[config.mk]
export PLATFORM = sky130hd
export DESIGN_NAME = posit_encode
export DESIGN_NICKNAME = d
export VERILOG_FILES = /design/src/rtl/posit_encode.sv
export SDC_FILE = /design/constraint.sdc
export NUM_CORES = 1
export LEC_CHECK = 0
export CORE_MARGIN = 1.5
export CORE_UTILIZATION = 50
export CTS_BUF_LIST = sky130_fd_sc_hd__clkbuf_4
export CTS_CLUSTER_SIZE = 40
export DETAILED_ROUTE_END_ITERATION = 8
export PLACE_DENSITY_LB_ADDON = 0.08
export REMOVE_ABC_BUFFERS = 1
export SYNTH_ARGS = -nofsm -noshare
export SYNTH_HDL_FRONTEND = slang
export SYNTH_SLANG_ARGS = --single-unit
[constraint.sdc]
create_clock -name clk -period 10.6 [get_ports clk]
set_input_delay 1.06 -clock clk [delete_from_list [all_inputs] [get_ports clk]]
set_output_delay 1.06 -clock clk [all_outputs]
set_load 0.01 [all_outputs]
[src/rtl/posit_encode.sv]
// Packs sign/scale/normalized mantissa into an N-bit posit (es=ES); define POSIT_NAR_EN to add nar_in.
// Latency r+2 cycles (2 for zero/saturation/NaR); start ignored while busy, no queuing.
module posit_encode #(
  parameter int N  = 32,
  parameter int ES = 3
) (
  input  logic         clk,
  input  logic         reset,
  input  logic         start,
  input  logic         sign_in,
  input  logic [9:0]   scale_in,
  input  logic [63:0]  mant_in,
`ifdef POSIT_NAR_EN
  input  logic         nar_in,
`endif
  output logic [N-1:0] posit_out,
  output logic         done,
  output logic         busy
);

  localparam int FW = 62;
  localparam int WW = 2 * N;
  localparam int TW = WW + ES + FW;
  localparam int CW = $clog2(N) + 1;
  localparam int SW = $clog2(WW) + 1;
  localparam logic signed [9:0] K_MAX = 10'(N - 2);
  localparam logic signed [9:0] K_MIN = 10'(1 - N);

  typedef enum logic [1:0] {IDLE, REGIME, ROUND, DONE} state_t;

  state_t          state_q, state_n;
  logic            sign_q, neg_q, zero_q, sat_hi_q, sat_lo_q, nar_q;
  logic [ES-1:0]   e_q;
  logic [FW-1:0]   frac_q;
  logic [CW-1:0]   r_q, cnt_q;
  logic [WW-1:0]   work_q;

  logic signed [9:0] k_in;
  logic              sat_hi_in, sat_lo_in, zero_in, nar_w, special_in;
  logic [CW-1:0]     r_in;
  logic              reg_bit;

`ifdef POSIT_NAR_EN
  assign nar_w = nar_in;
`else
  assign nar_w = 1'b0;
`endif

  assign k_in       = $signed(scale_in) >>> ES;
  assign sat_hi_in  = (k_in >= K_MAX);
  assign sat_lo_in  = (k_in <= K_MIN);
  assign zero_in    = (mant_in == '0);
  assign special_in = nar_w | zero_in | sat_hi_in | sat_lo_in;
  // Only meaningful when not saturated, where k fits in CW signed bits
  assign r_in = k_in[9] ? (CW'(1) - k_in[CW-1:0]) : (k_in[CW-1:0] + CW'(2));
  assign reg_bit = neg_q ? (cnt_q == CW'(1)) : (cnt_q != CW'(1));

  // Regime bits sit right-aligned in work_q; left-justify the whole string before field selection
  logic [SW-1:0]  shamt;
  logic [TW-1:0]  full;
  logic [N-2:0]   body, body_rnd;
  logic           guard, sticky, round_up;
  logic [N-1:0]   mag, result;

  assign shamt    = SW'(WW) - SW'(r_q);
  assign full     = {work_q, e_q, frac_q} << shamt;
  assign body     = full[TW-1 -: N-1];
  assign guard    = full[TW-N];
  assign sticky   = |full[TW-N-1:0];
  assign round_up = guard & (sticky | body[0]) & ~(&body);
  assign body_rnd = body + {{(N-2){1'b0}}, round_up};

  always_comb begin
    mag = {1'b0, body_rnd};
    if (body_rnd == '0) mag = {{(N-1){1'b0}}, 1'b1};
    if (sat_hi_q)       mag = {1'b0, {(N-1){1'b1}}};
    if (sat_lo_q)       mag = {{(N-1){1'b0}}, 1'b1};
    if (zero_q)         mag = '0;
    result = sign_q ? (~mag + 1'b1) : mag;
    if (nar_q)          result = {1'b1, {(N-1){1'b0}}};
  end

  always_comb begin
    state_n = state_q;
    case (state_q)
      IDLE:    if (start) state_n = special_in ? ROUND : REGIME;
      REGIME:  if (cnt_q == CW'(1)) state_n = ROUND;
      ROUND:   state_n = DONE;
      DONE:    state_n = IDLE;
      default: state_n = IDLE;
    endcase
  end

  always_ff @(posedge clk) begin
    if (reset) begin
      state_q   <= IDLE;
      sign_q    <= 1'b0;
      neg_q     <= 1'b0;
      zero_q    <= 1'b0;
      sat_hi_q  <= 1'b0;
      sat_lo_q  <= 1'b0;
      nar_q     <= 1'b0;
      e_q       <= '0;
      frac_q    <= '0;
      r_q       <= '0;
      cnt_q     <= '0;
      work_q    <= '0;
      posit_out <= '0;
    end else begin
      state_q <= state_n;
      case (state_q)
        IDLE: if (start) begin
          sign_q   <= sign_in;
          neg_q    <= k_in[9];
          zero_q   <= zero_in;
          sat_hi_q <= sat_hi_in;
          sat_lo_q <= sat_lo_in;
          nar_q    <= nar_w;
          e_q      <= scale_in[ES-1:0];
          frac_q   <= mant_in[FW-1:0];
          r_q      <= r_in;
          cnt_q    <= r_in;
          work_q   <= '0;
        end
        REGIME: begin
          work_q <= {work_q[WW-2:0], reg_bit};
          cnt_q  <= cnt_q - CW'(1);
        end
        ROUND:   posit_out <= result;
        default: ;
      endcase
    end
  end

  assign done = (state_q == DONE);
  assign busy = (state_q != IDLE);

endmodule
==> impl_metrics.csv, run 1 <==
group,metric,value,unit
clock_tree,ctsRootBufferMaster,"clkbuf_4",
floorplanning,die_h,206,um
critical_path,slowest_delay,0.96,ns
pwr,powerDensity,328,nW/um2
sta,hold_violations,0,
floorplanning,core,40700,um2
sta,clock_skew,0.0333,ns
cells_and_area,final_cell_mix,"370 x nand2_1, 228 x nand3_1, 214 x a21oi_1, 179 x dfxtp_1, 161 x nor2_1",
critical_path,endpoint_kind,"flop",
logic_synthesis,syn_avg_cell_area,7.89,um2
sta,tightest_slew,1.51,ns
clock_tree,cts.clk_slew.worst_paths,0.18,ns
clock_tree,cts_setup_buffers,0,
floorplanning,start_util,0.505,
clock_tree,clock_sinks,180,
detailed_routing,num_vias,22758,
grt,grt.overflow.total,0,
floorplanning,io_pins,112,
detailed_routing,drt_iter0_markers,3031,
clock_tree,h-tree-depth,4,
detailed_routing,postRouteAntennaNets,0,
logic_synthesis,synthDistinctLibCells,116,
logic_synthesis,synth_edf_count,0,
cells_and_area,area_delta_synth_final,7.81,%
run_status,status,"finished, violations left",
critical_path,cp_top_family,"simple AND/OR/NAND/NOR gates",
clock_tree,cts_tree,"done",
grt,first_global_vias,20911,
critical_path,reg2reg_to,"posit_out[22]",
floorplanning,rows,74,
logic_synthesis,yosysTopAreaCellShare,0.175,
critical_path,slowest_stage,"nor3_2",
cells_and_area,final_common_cell,"nand2_1",
detailed_routing,wl,89.1,mm
sta,tns,0,ns
clock_tree,ctsResizeCount,0,
logic_synthesis,synth-async-reset-ratio,0,
pwr,total_power,0.00729,W
sta,rsz0062_at_grt,"false",
logic_synthesis,ys_warn_count,0,
critical_path,critPathLaunchType,"flop",
sta,finalSetupViolCount,0,
detailed_routing,wl_per_cell,28.4,um
grt,grt_max_degree,93,
floorplanning,dieArea,42400,um2
pwr,clkPwrFrac,0.062,
critical_path,r2r_start,"r_q[0]",
logic_synthesis,synth_area,20600,um2
clock_tree,clock_latency,0.80,ns
cells_and_area,nets,2676,
pwr,power_frac_seq,0.123,
run_status,violations,"capacitance limit, slew limit",
job,maxCapViolations,1,
critical_path,r2r_slack,0.68,ns
sta,maxSlewHeadroom,-0.00727,
critical_path,rr_worst_depth,30,
sta,slew_violations,9,
sta,fin_crit_sh,0.936,
placement,io_buffers,111,
critical_path,critPathBufInv,2,
logic_synthesis,netlist_top_cells_area,"dfxtp_1 17%, mux4_2 14%, nand2_1 6.8%, mux2i_1 6.6%, nand3_1 5.5%",
clock_tree,clk_path_buf_depth,2,
pwr,p_switching,0.00442,W
clock_tree,cts_made_buffers,17,
pwr,p_comb_frac,0.815,
critical_path,path_class,"flop to flop",
hold_path,hold-path-cell-count,2,
hold_path,hold_start,"work_q[63]",
detailed_routing,vias_per_cell,7.25,
logic_synthesis,yosys.area.top_type,"dfxtp_1",
critical_path,crit_fanout,38,
critical_path,crit_top_cell,"ha_1",
logic_synthesis,ys_seq_elements,180,
placement,hpwl,67.2,mm
pwr,sw_frac_of_total,0.606,
logic_synthesis,syn-instance-count,2611,
pwr,p_int,0.00287,W
sta,max_freq,0.101,GHz
grt,grt_util_all_layers,0.419,
clock_tree,hold_buffers,0,
grt,antenna_found_initial,3,
detailed_routing,drt_pass1_iterations,7,
placement,gp_congestion,1.10,
cells_and_area,layout-drive-gt1-share,0.148,
critical_path,worstPathRequired,11.32,ns
cells_and_area,fillers,3895,
pwr,leakagePower,7.40,nW
hold_path,holdPathEnd,"work_q[63]",
logic_synthesis,synth_top_flop_cell,"dfxtp_1",
hold_path,hold_path.class,"flop to flop",
critical_path,arrival,10.65,ns
sta,period_needed,9.92,ns
floorplanning,die_x,206,um
grt,grt_pass1_wl,134,mm
pwr,vdd_drop_max,325,uV
logic_synthesis,yosysSeqAreaShare,0.175,
detailed_routing,route.detailed.drc,0,
## power by group through the flow
stage	logic [W]	registers [W]	clock network, W
CTS	0.00568	0.000894	0.000469
floorplan	0.00370	0.000944	0
detailed placement	0.00565	0.000908	0
global route	0.00618	0.000912	0.000488
finish	0.00595	0.000896	0.000451
global placement	0.00567	0.000901	0
## cells in the mapped netlist (9+ instances only)
cell	count
o211a_1	10
mux2_2	66
o21ai_1	26
a211o_1	9
nor2b_1	9
buf_6	22
a311oi_1	9
nand4_1	39
inv_1	28
xnor2_1	40
mux4_2	127
ha_1	12
clkbuf_1	114
dfxtp_1	180
and3_1	20
nor3b_1	9
nand2_1	371
o22ai_1	14
buf_4	27
nor4_1	39
a211oi_1	39
nand3b_1	10
and2_1	15
a31oi_1	24
nand3_1	228
a221oi_1	11
o31ai_1	11
xor2_1	17
mux2i_1	136
buf_2	51
buf_1	16
nand2b_1	14
a21o_1	10
a22oi_1	13
o211ai_1	45
o21ai_0	116
or3_1	15
a21oi_1	215
nor2_1	162
nor3_1	60
o221ai_1	12
o2111ai_1	16
o21a_1	13
## worst reg2reg max path: cells and delay by family (launching register included)
kind                       cells  cell delay, ns
DFF                            1            0.75
adders and majority gates      4            1.09
buffers and inverters          2            0.81
and+or+nand+nor               15            5.14
xor gates and xnor gates       2            0.50
AOI/OAI and AO/OA              7            1.59
## cell families after synthesis
| kind of cell | after synthesis | share of synthesized area |
|---|---|---|
| AOI/OAI and AO/OA | 713 | 0.235 |
| xor gates and xnor gates | 58 | 0.0250 |
| adders and majority gates | 12 | 0.00729 |
| buffers and inverters | 266 | 0.0671 |
| DFF | 180 | 0.175 |
| muxes | 331 | 0.242 |
| and+or+nand+nor | 1051 | 0.248 |
## per-stage QoR
step	instances	utilization	hold slack (ns)	instance area (um2)	setup slack, ns
3_5_place_dp	3099	0.537	0.457	21900	1.05
5_1_grt	3137	0.545	0.516	22200	0.129
4_1_cts	3131	0.545	0.478	22200	1.01
3_3_place_gp	3099	0.537	0.448	21900	1.07
2_1_floorplan	2377	-	0.423	19300	-9.75
6_report	3137	0.545	0.488	22200	0.678
## area by class of cell
class / instances / area, um2 / area share
antenna: 6 / 15.0 / 0.000676
clock buffer: 18 / 135 / 0.00609
multi-input combinational: 2165 / 15700 / 0.708
tap: 532 / 666 / 0.0300
timing repair buffer: 190 / 1760 / 0.0791
inverter: 32 / 123 / 0.00552
clock inverter: 14 / 184 / 0.00828
sequential: 180 / 3610 / 0.162
## flip-flops by register name (all words and copies together) (netlist names)
signal and count:
work_q 64, frac_q 62, posit_out 32, cnt_q 6
r_q 6, e_q 3, state_q 2, neg_q 1
sat_hi_q 1, sat_lo_q 1, sign_q 1, zero_q 1
## per-layer routing
| layer | vias up | global-route usage | routed length [um] |
|---|---|---|---|
| met2 | 1429 | 0.627 | 38700 |
| met5 | - | 0 | 13 |
| met3 | 308 | 0.113 | 9600 |
| met1 | 11069 | 0.553 | 35900 |
| li1 | 9950 | - | - |
| met4 | 2 | 0.211 | 4900 |
## worst max-delay path by stage
| stage | end | start | cells past startpoint |
|---|---|---|---|
| after CTS | posit_out[22] | r_q[0] | 32 |
| after global routing | posit_out[24] | r_q[0] | 31 |
| after floorplan | posit_out[22] | r_q[0] | 28 |
| after global placement | posit_out[22] | r_q[0] | 30 |
| after detailed placement | posit_out[22] | r_q[0] | 32 |
| final | posit_out[22] | r_q[0] | 30 |
(Power assumes the default switching activity.)
==> run 2, diff against run 1 <==
- GPL_TIMING_DRIVEN: not set -> 0
==> impl_metrics.csv, run 2 (synthesis results as in run 1) <==
group,metric,value,unit
run_status,status,"finished clean",
critical_path,path_depth,31,
sta,fin_crit_sh,0.957,
pwr,total_power,0.00723,W
clock_tree,ctsRootBufferMaster,"clkbuf_4",
grt,antenna_found_initial,2,
grt,grt.overflow.total,0,
detailed_routing,postRouteAntennaNets,0,
sta,slew_violations,0,
hold_path,hold_path.class,"flop to flop",
critical_path,reg2reg_to,"posit_out[22]",
detailed_routing,route.detailed.drc,0,
critical_path,cp-endpoint,"posit_out[22]",
sta,rsz0062_at_grt,"false",
grt,grt_pass1_wl,126,mm
clock_tree,hold_buffers,0,
placement,io_buffers,111,
clock_tree,h-tree-depth,4,
critical_path,endpoint_kind,"flop",
critical_path,path_class,"flop to flop",
critical_path,worstPathRequired,11.32,ns
critical_path,crit_fanout,38,
critical_path,slowest_delay,0.65,ns
grt,grt_max_degree,106,
critical_path,cp_top_family,"simple AND/OR/NAND/NOR gates",
pwr,leakagePower,7.44,nW
cells_and_area,area_delta_synth_final,9.28,%
grt,first_global_vias,20231,
cells_and_area,seq_area,3610,um2
pwr,vdd_drop_max,265,uV
critical_path,critPathLaunchType,"flop",
cells_and_area,largest_reg_flops,64,
floorplanning,dieArea,42400,um2
clock_tree,cts.clk_slew.worst_paths,0.18,ns
sta,max_freq,0.0986,GHz
cells_and_area,final_cell_mix,"369 x nand2_1, 228 x nand3_1, 214 x a21oi_1, 175 x dfxtp_1, 157 x nor2_1",
detailed_routing,wl_per_cell,26.9,um
placement,gp_congestion,1.04,
cells_and_area,post-route-cell-area,22500,um2
sta,maxSlewHeadroom,0.0815,
critical_path,slowest_stage,"dfxtp_4",
clock_tree,clk_path_buf_depth,2,
floorplanning,rows,74,
sta,clock_skew,0.0242,ns
floorplanning,core,40700,um2
floorplanning,die_h,206,um
cells_and_area,layout-drive-gt1-share,0.146,
sta,tns,0,ns
placement,place_area,22000,um2
clock_tree,clock_sinks,180,
detailed_routing,wl,83.8,mm
pwr,powerDensity,321,nW/um2
floorplanning,die_x,206,um
critical_path,r2r_start,"r_q[0]",
detailed_routing,drt_iter0_markers,2809,
clock_tree,cts_tree,"done",
critical_path,arrival,10.86,ns
cells_and_area,multi_input_area,15800,um2
clock_tree,cts_made_buffers,17,
critical_path,r2r_slack,0.46,ns
clock_tree,clock_latency,0.81,ns
cells_and_area,fillers,3878,
cells_and_area,reg.largest.list,"work_q (64), frac_q (62), posit_out (32)",
detailed_routing,num_vias,22190,
cells_and_area,final_common_cell,"nand2_1",
sta,hold_slack,0.479,ns
critical_path,critPathBufInv,3,
sta,tightest_slew,1.37,ns
sta,period_needed,10.14,ns
critical_path,startpoint,"r_q[0]",
placement,hpwl,63.5,mm
cells_and_area,regMostFlops,"work_q",
grt,grt_util_all_layers,0.393,
job,maxCapViolations,0,
detailed_routing,vias_per_cell,7.14,
critical_path,rr_worst_depth,31,
floorplanning,start_util,0.505,
cells_and_area,nets,2647,
sta,finalSetupViolCount,0,
detailed_routing,drt_pass1_iterations,8,
sta,hold_violations,0,
floorplanning,io_pins,112,
## run 2: cell types whose count changed in the layout (fill, tap and decap cells not counted), sizes merged
| cell | before | now |
|---|---|---|
| buf | 80 | 51 |
| diode | 6 | 8 |
| bufinv | 2 | 1 |
| clkbuf | 18 | 17 |
| clkinvlp | 1 | 2 |
| inv | 37 | 38 |
## run 2: layout make-up
cell class / instances / share of cell area
Antenna cell: 8 / 0.000890
Clock buffer: 17 / 0.00567
Clock inverter: 15 / 0.00795
Inverter: 32 / 0.00556
Multi-Input combinational cell: 2165 / 0.702
Sequential cell: 180 / 0.161
Tap cell: 532 / 0.0296
Timing Repair Buffer: 161 / 0.0875
## run 2: routing by layer
| layer | wire length (um) | up-vias | track usage | share of wire |
|---|---|---|---|---|
| li1 | - | 9892 | - | - |
| met2 | 36700 | 1291 | 0.593 | 0.44 |
| met4 | 4210 | 0 | 0.198 | 0.050 |
| met1 | 34400 | 10761 | 0.532 | 0.41 |
| met3 | 8490 | 246 | 0.0784 | 0.10 |
| met5 | 0 | - | 0 | 0 |
## run 2: what timing repair did
item                                    CTS  global route
cloned                                    0             0
buffers inserted                          0            13
resized for setup                         4            13
pin swaps                                 0             4
endpoints found under the setup margin   12            13
## run 2: how the worst min path moves through the flow
stage / start / to / slack, ns / cells past startpoint
floorplan: work_q[63] / work_q[63] / 0.42 / 2
global placement: work_q[63] / work_q[63] / 0.44 / 2
detailed placement: posit_out[0] / posit_out[0] / 0.46 / 2
CTS: posit_out[0] / posit_out[0] / 0.48 / 2
global route: posit_out[10] / posit_out[10] / 0.51 / 2
finish: work_q[63] / work_q[63] / 0.48 / 2
## run 2: worst register-to-register path: cells and delay by family, from the launching register on
kind                     cells  cell delay (ns)
AND/OR/NAND/NOR             13             4.07
AO/OA/AOI/OAI                8             2.37
adder cells (fa/ha/maj)      4             1.07
buffers and inverters        3             0.77
XOR/XNOR                     2             0.74
flip-flops                   1             0.65
multiplexers                 1             0.38
## run 2: through the flow
step	std cells	setup WS, ns	utilization
after floorplan	2377	-9.75	-
after global placement	3020	-19.15	0.518
after detailed placement	3057	-0.540	0.539
after CTS	3089	0.0354	0.547
after global routing	3110	0.0338	0.552
final	3110	0.455	0.552
## run 2: power breakdown
part,switching (W),internal (W)
Clock,0.000304,0.000132
Combinational,0.00383,0.00204
Sequential,0.000148,0.000775
Total,0.00428,0.00294
